<file path="src/rtl/mem_port_arbiter.sv">
// Arbitrates one single-port memory between instruction fetch (IF) and the load/store unit (DM).
// The DM port wins contention unless IF has already lost MAX_IF_STARVE times in a row.
module mem_port_arbiter #(
  parameter int ADDR_W        = 32,
  parameter int DATA_W        = 32,
  parameter int MAX_IF_STARVE = 4
) (
  input  logic              clk_i,
  input  logic              rst_i,
  input  logic              if_req_i,
  input  logic [ADDR_W-1:0] if_addr_i,
  output logic              if_gnt_o,
  output logic              if_valid_o,
  output logic [DATA_W-1:0] if_rdata_o,
  input  logic              dm_req_i,
  input  logic              dm_we_i,
  input  logic [3:0]        dm_be_i,
  input  logic [ADDR_W-1:0] dm_addr_i,
  input  logic [DATA_W-1:0] dm_wdata_i,
  output logic              dm_gnt_o,
  output logic              dm_valid_o,
  output logic [DATA_W-1:0] dm_rdata_o,
  output logic              mem_req_o,
  output logic              mem_we_o,
  output logic [3:0]        mem_be_o,
  output logic [ADDR_W-1:0] mem_addr_o,
  output logic [DATA_W-1:0] mem_wdata_o,
  input  logic              mem_ready_i,
  input  logic [DATA_W-1:0] mem_rdata_i,
  output logic              stall_if_o,
  output logic              stall_mem_o
);

  // state   | meaning
  // IDLE    | no access in flight; grants issued combinationally
  // BUSY_IF | fetch access driven to memory, waiting for mem_ready
  // BUSY_DM | load/store access driven to memory, waiting for mem_ready
  typedef enum logic [1:0] {
    IDLE    = 2'd0,
    BUSY_IF = 2'd1,
    BUSY_DM = 2'd2
  } state_e;

  localparam int CNT_W = $clog2(MAX_IF_STARVE + 1);
  localparam logic [CNT_W-1:0] STARVE_MAX = CNT_W'(MAX_IF_STARVE);

  state_e            state_q, state_d;
  logic [CNT_W-1:0]  starve_q, starve_d;
  logic [ADDR_W-1:0] addr_q, addr_d;
  logic              we_q, we_d;
  logic [3:0]        be_q, be_d;
  logic [DATA_W-1:0] wdata_q, wdata_d;
  logic [DATA_W-1:0] if_rdata_q, if_rdata_d;
  logic [DATA_W-1:0] dm_rdata_q, dm_rdata_d;
  logic              dm_wins;

  assign dm_wins = dm_req_i & (~if_req_i | (starve_q < STARVE_MAX));

  always_ff @(posedge clk_i) begin
    if (rst_i) begin
      state_q    <= IDLE;
      starve_q   <= '0;
      addr_q     <= '0;
      we_q       <= 1'b0;
      be_q       <= 4'h0;
      wdata_q    <= '0;
      if_rdata_q <= '0;
      dm_rdata_q <= '0;
    end else begin
      state_q    <= state_d;
      starve_q   <= starve_d;
      addr_q     <= addr_d;
      we_q       <= we_d;
      be_q       <= be_d;
      wdata_q    <= wdata_d;
      if_rdata_q <= if_rdata_d;
      dm_rdata_q <= dm_rdata_d;
    end
  end

  always_comb begin
    state_d     = state_q;
    starve_d    = starve_q;
    addr_d      = addr_q;
    we_d        = we_q;
    be_d        = be_q;
    wdata_d     = wdata_q;
    if_rdata_d  = if_rdata_q;
    dm_rdata_d  = dm_rdata_q;
    if_gnt_o    = 1'b0;
    dm_gnt_o    = 1'b0;
    if_valid_o  = 1'b0;
    dm_valid_o  = 1'b0;
    if_rdata_o  = if_rdata_q;
    dm_rdata_o  = dm_rdata_q;
    mem_req_o   = 1'b0;
    mem_we_o    = 1'b0;
    mem_be_o    = 4'h0;
    mem_addr_o  = '0;
    mem_wdata_o = '0;

    case (state_q)
      IDLE: begin
        if (dm_wins) begin
          dm_gnt_o = 1'b1;
          addr_d   = dm_addr_i;
          we_d     = dm_we_i;
          be_d     = dm_we_i ? dm_be_i : 4'hF;
          wdata_d  = dm_we_i ? dm_wdata_i : '0;
          state_d  = BUSY_DM;
          // dm_wins with if_req set implies starve_q < STARVE_MAX, so this saturates
          if (if_req_i) starve_d = starve_q + CNT_W'(1);
        end else if (if_req_i) begin
          if_gnt_o = 1'b1;
          addr_d   = if_addr_i;
          we_d     = 1'b0;
          be_d     = 4'hF;
          wdata_d  = '0;
          starve_d = '0;
          state_d  = BUSY_IF;
        end
      end
      BUSY_IF, BUSY_DM: begin
        mem_req_o   = 1'b1;
        mem_we_o    = we_q;
        mem_be_o    = be_q;
        mem_addr_o  = addr_q;
        mem_wdata_o = wdata_q;
        if (mem_ready_i) begin
          state_d = IDLE;
          if (state_q == BUSY_IF) begin
            if_valid_o = 1'b1;
            if_rdata_o = mem_rdata_i;
            if_rdata_d = mem_rdata_i;
          end else begin
            dm_valid_o = 1'b1;
            // stores acknowledge without disturbing the last load value
            if (!we_q) begin
              dm_rdata_o = mem_rdata_i;
              dm_rdata_d = mem_rdata_i;
            end
          end
        end
      end
      default: state_d = IDLE;
    endcase

    // reset aborts any access: no grant or completion may escape in the reset cycle
    if (rst_i) begin
      if_gnt_o   = 1'b0;
      dm_gnt_o   = 1'b0;
      if_valid_o = 1'b0;
      dm_valid_o = 1'b0;
      if_rdata_o = if_rdata_q;
      dm_rdata_o = dm_rdata_q;
    end
  end

  assign stall_if_o  = if_req_i & ~if_valid_o;
  assign stall_mem_o = dm_req_i & ~dm_valid_o;

endmodule

</file>
<file path="config.mk">
export PLATFORM = sky130hd
export DESIGN_NAME = mem_port_arbiter
export DESIGN_NICKNAME = d
export VERILOG_FILES = /design/src/rtl/mem_port_arbiter.sv
export SDC_FILE = /design/constraint.sdc
export NUM_CORES = 1
export LEC_CHECK = 0
export CAP_MARGIN = 20
export CORE_AREA = 8 8 138 140
export DETAILED_ROUTE_END_ITERATION = 16
export DIE_AREA = 0 0 146 148
export GPL_TIMING_DRIVEN = 0
export PLACE_DENSITY_LB_ADDON = 0.3
export SYNTH_ARGS = -nofsm -noshare
export SYNTH_HDL_FRONTEND = slang
export SYNTH_SLANG_ARGS = --single-unit
</file>
<file path="constraint.sdc">
create_clock -name clk_i -period 1.6 [get_ports clk_i]
set_input_delay 0.16 -clock clk_i [delete_from_list [all_inputs] [get_ports clk_i]]
set_output_delay 0.16 -clock clk_i [all_outputs]
set_load 0.02 [all_outputs]
</file>
==> out/results.txt <==
post-placement cell count: 1245
WHS Path Cells: 4
crit path time final: 2.39 ns
worst reg2reg endpoint: dm_rdata_q[4]$_SDFF_PP0_
largest net degree at the start of global routing: 17
CP Capture Type: output port
cell accounting for the most synthesized area: dfxtp_1
sequential-to-total area share from yosys stat: 44.0%
Synth area leaders: dfxtp_1, mux2_2, a21oi_1, nand2_1, and2_1
Worst EP arrival: 2.23 ns
Final #Nets: 1224
Initial Util: 37.1%
pre-CTS setup slack: -1.10 ns
CTS max path bufs: 2
post-synthesis async set-or-reset flop share: 0%
Post-synth EDFFs: 0
first-pass GRT wire length: 36100 um
clock network fraction of design power: 39.5%
Worst Hold Class: in2reg
Critical Path Max Stage Delay: 0.33 ns
Worst-Skew Late Latency: 0.42 ns
Min Hold Slack: 0.200 ns
routed via count: 6556
R2R depth: 9
Yosys reg bits: 138
I/O Pins: 278
fraction of layout cells with a size suffix above 1: 39.1%
Syn Nets: 886
synthesized area: 6280 um2
vias per cell: 4.96
# setup viols final: 200
Net Switching: 0.00288 W
Routed WL: 23800 um
clk root buf: clkbuf_16
maximum VDD drop: 739 uV
antenna-violating nets left: 0
vias in the first global route: 6609
leakage power: 4.71 nW
CTS Buf Count: 17
Die Ht: 148 um
required time of the critical path: 1.44 ns
Flop pwr share: 36.0%
HPWL Detailed: 16800 um
Avg Inst Size Synth: 8.44 um2
PnR worst setup slack: -0.794 ns
Relative slew margins: 59.5%
Yosys top cell area share: 44.0%
drt drc: 0
Netlist cell types: 33
Pre-Repair DR Iteration Count: 5
Crit Path Max Fanout: 5
Worst Tran Pin Value: 0.608 ns
Clk pin slew, worst setup/hold paths: 0.06 ns
gr ovfl total: 0
R2R Setup Slk: -0.20 ns
Finished Layout Cells: 1321
die footprint: 21600 um2
yosys warns: 0
Die X-Extent: 146 um
hold path endpoint: starve_q[2]$_SDFFE_PP0P_
worst r2r src: state_q[1]$_SDFFE_PP0P_
Mapped Cells: 744
Detailed Route Iter0 Violations: 217
core area: 16900 um2
Sw Ratio: 27.6%
GP Congestion: 0.811
final worst clock skew: 0.0125 ns
htree depth: 4
Comb pwr share: 24.5%
violated checks: negative setup slack
Area growth, synth to finish: 79.4%
CTS tree: done
hold_sp: dm_req_i
DR WL/cell: 18.0 um
CP Class: reg2out
startpoint types: flop
crit-path cells: inv_2, buf_4, ha_4, nor4_4, buf_6, buf_12, buf_16, mux2_4, buf_6
FMAX: 0.418 GHz
fill count: 1378
row count: 48
Pwr Density: 925 nW/um2
GRT Total Usage: 20.8%
most frequent CP cell: buf_6
Crit-path slowest cell: dfxtp_2
IO buf count: 276
design internal power: 0.00754 W
RSZ-0062 raised after global routing: yes
initial antenna violation count: 1
final hold violations: 0
Max-Cap Viols: 0
Slew Viols, Final: 0
Tcrit/Tclk final: 150%
status: complete, but fails checks
clock sink count: 138
ys flop type: dfxtp_1
[cell families (layout without fill, tap and decap cells)]
group	count (synthesis)	in the layout	share of synthesized area [%]
DFF	138	138	44.0
muxes	64	64	11.5
and+or+nand+nor	264	264	20.0
other	0	1	0
buffers and inverters	66	417	4.58
adders and majority gates	4	4	0.797
AOI/OAI and AO/OA	208	208	19.1
[stage by stage]
stage / cell area [um2] / utilization [%] / TNS, ns / total power [W]
floorplan: 6450 / - / -9.51 / 0.00477
global placement: 9500 / 56.1 / -161.72 / 0.00572
detailed placement: 9500 / 56.1 / -164.38 / 0.00573
CTS: 10400 / 61.7 / -90.95 / 0.00997
global route: 11300 / 66.5 / -104.70 / 0.0108
finish: 11300 / 66.5 / -85.35 / 0.0104
[cells in the final DEF, fill, tap and decap left out, types with 8 or more instances in the layout]
cell type	netlist	routed
and2_4	0	68
clkbuf_16	0	24
buf_8	0	11
a21oi_1	134	130
buf_12	0	8
clkdlybuf4s50_1	0	136
buf_6	0	140
clkbuf_2	0	8
o21ai_0	34	34
nand2_1	168	163
mux2_2	62	32
buf_4	3	28
clkbuf_1	37	16
a22o_1	32	32
buf_2	23	21
dfxtp_1	138	135
mux2_4	0	32
[layout make-up]
class / instances / area, um2 / area share [%]
Clock inverter: 14 / 188 / 1.67
Timing Repair Buffer: 324 / 3450 / 30.7
Multi-Input combinational cell: 540 / 3650 / 32.4
Sequential cell: 138 / 2770 / 24.6
Tap cell: 225 / 282 / 2.50
Inverter: 3 / 11.3 / 0.100
Antenna cell: 1 / 2.50 / 0.0222
Clock buffer: 18 / 429 / 3.81
Buffer: 58 / 483 / 4.29
[synth_stat cells, types with 2 or more instances]
master    instances
buf_2            23
nand2b_1          3
nor2b_1           4
buf_4             3
mux2_2           62
mux2_1            2
nand3_1           3
nor3b_1           2
dfxtp_1         138
a22o_1           32
a21oi_1         134
o21ai_0          34
nand4_1           4
and2_1           70
ha_1              4
clkbuf_1         37
inv_1             3
o221a_2           4
nand2_1         168
[per-layer routing]
metal | global-route usage, % | part of all wire (%) | up-vias
li1 | - | - | 3228
met1 | 23.3 | 39 | 3045
met2 | 34.2 | 49 | 257
met3 | 9.63 | 10 | 26
met4 | 7.26 | 1.9 | 0
met5 | 0 | 0 | -
[worst max-delay path by stage]
stage                                  from        endpoint  slack (ns)  cells past startpoint
floorplan           state_q[0]$_SDFFE_PP0P_  dm_rdata_o[10]       -0.24                      6
global placement                mem_ready_i  dm_rdata_o[17]       -1.08                      6
detailed placement              mem_ready_i  dm_rdata_o[17]       -1.10                      6
CTS                 state_q[1]$_SDFFE_PP0P_  dm_rdata_o[13]       -0.84                      9
global route        state_q[1]$_SDFFE_PP0P_  dm_rdata_o[15]       -0.88                      9
finish              state_q[1]$_SDFFE_PP0P_  dm_rdata_o[13]       -0.79                      9
[power by group through the flow]
stage	Clock, W	Combinational (W)	Sequential (W)
after global placement	0	0.00192	0.00380
after global routing	0.00434	0.00274	0.00376
after detailed placement	0	0.00193	0.00381
after CTS	0.00420	0.00204	0.00373
final	0.00412	0.00255	0.00375
after floorplan	0	0.000993	0.00378
[registers in the layout (all words and copies together) (netlist names)]
signal and flops:
state_q 2, starve_q 3, be_q 4, addr_q 32, dm_rdata_q 32, we_q 1, wdata_q 32, if_rdata_q 32
[critical path: cells and delay by family (launching register included)]
| family | cells | cell delay, ns |
|---|---|---|
| DFF | 1 | 0.33 |
| adders and majority gates | 1 | 0.16 |
| buffers and inverters | 6 | 0.75 |
| muxes | 1 | 0.30 |
| and+or+nand+nor | 1 | 0.27 |
[what timing repair did]
item,4_1_cts,5_1_grt
gates cloned,1,9
pin swaps,3,42
hold buffers,0,0
setup buffers,11,27
setup endpoints to repair,270,260
endpoints found under the hold margin,0,0
resized for setup,536,492
No activity file was read; power rests on OpenSTA's default activity.
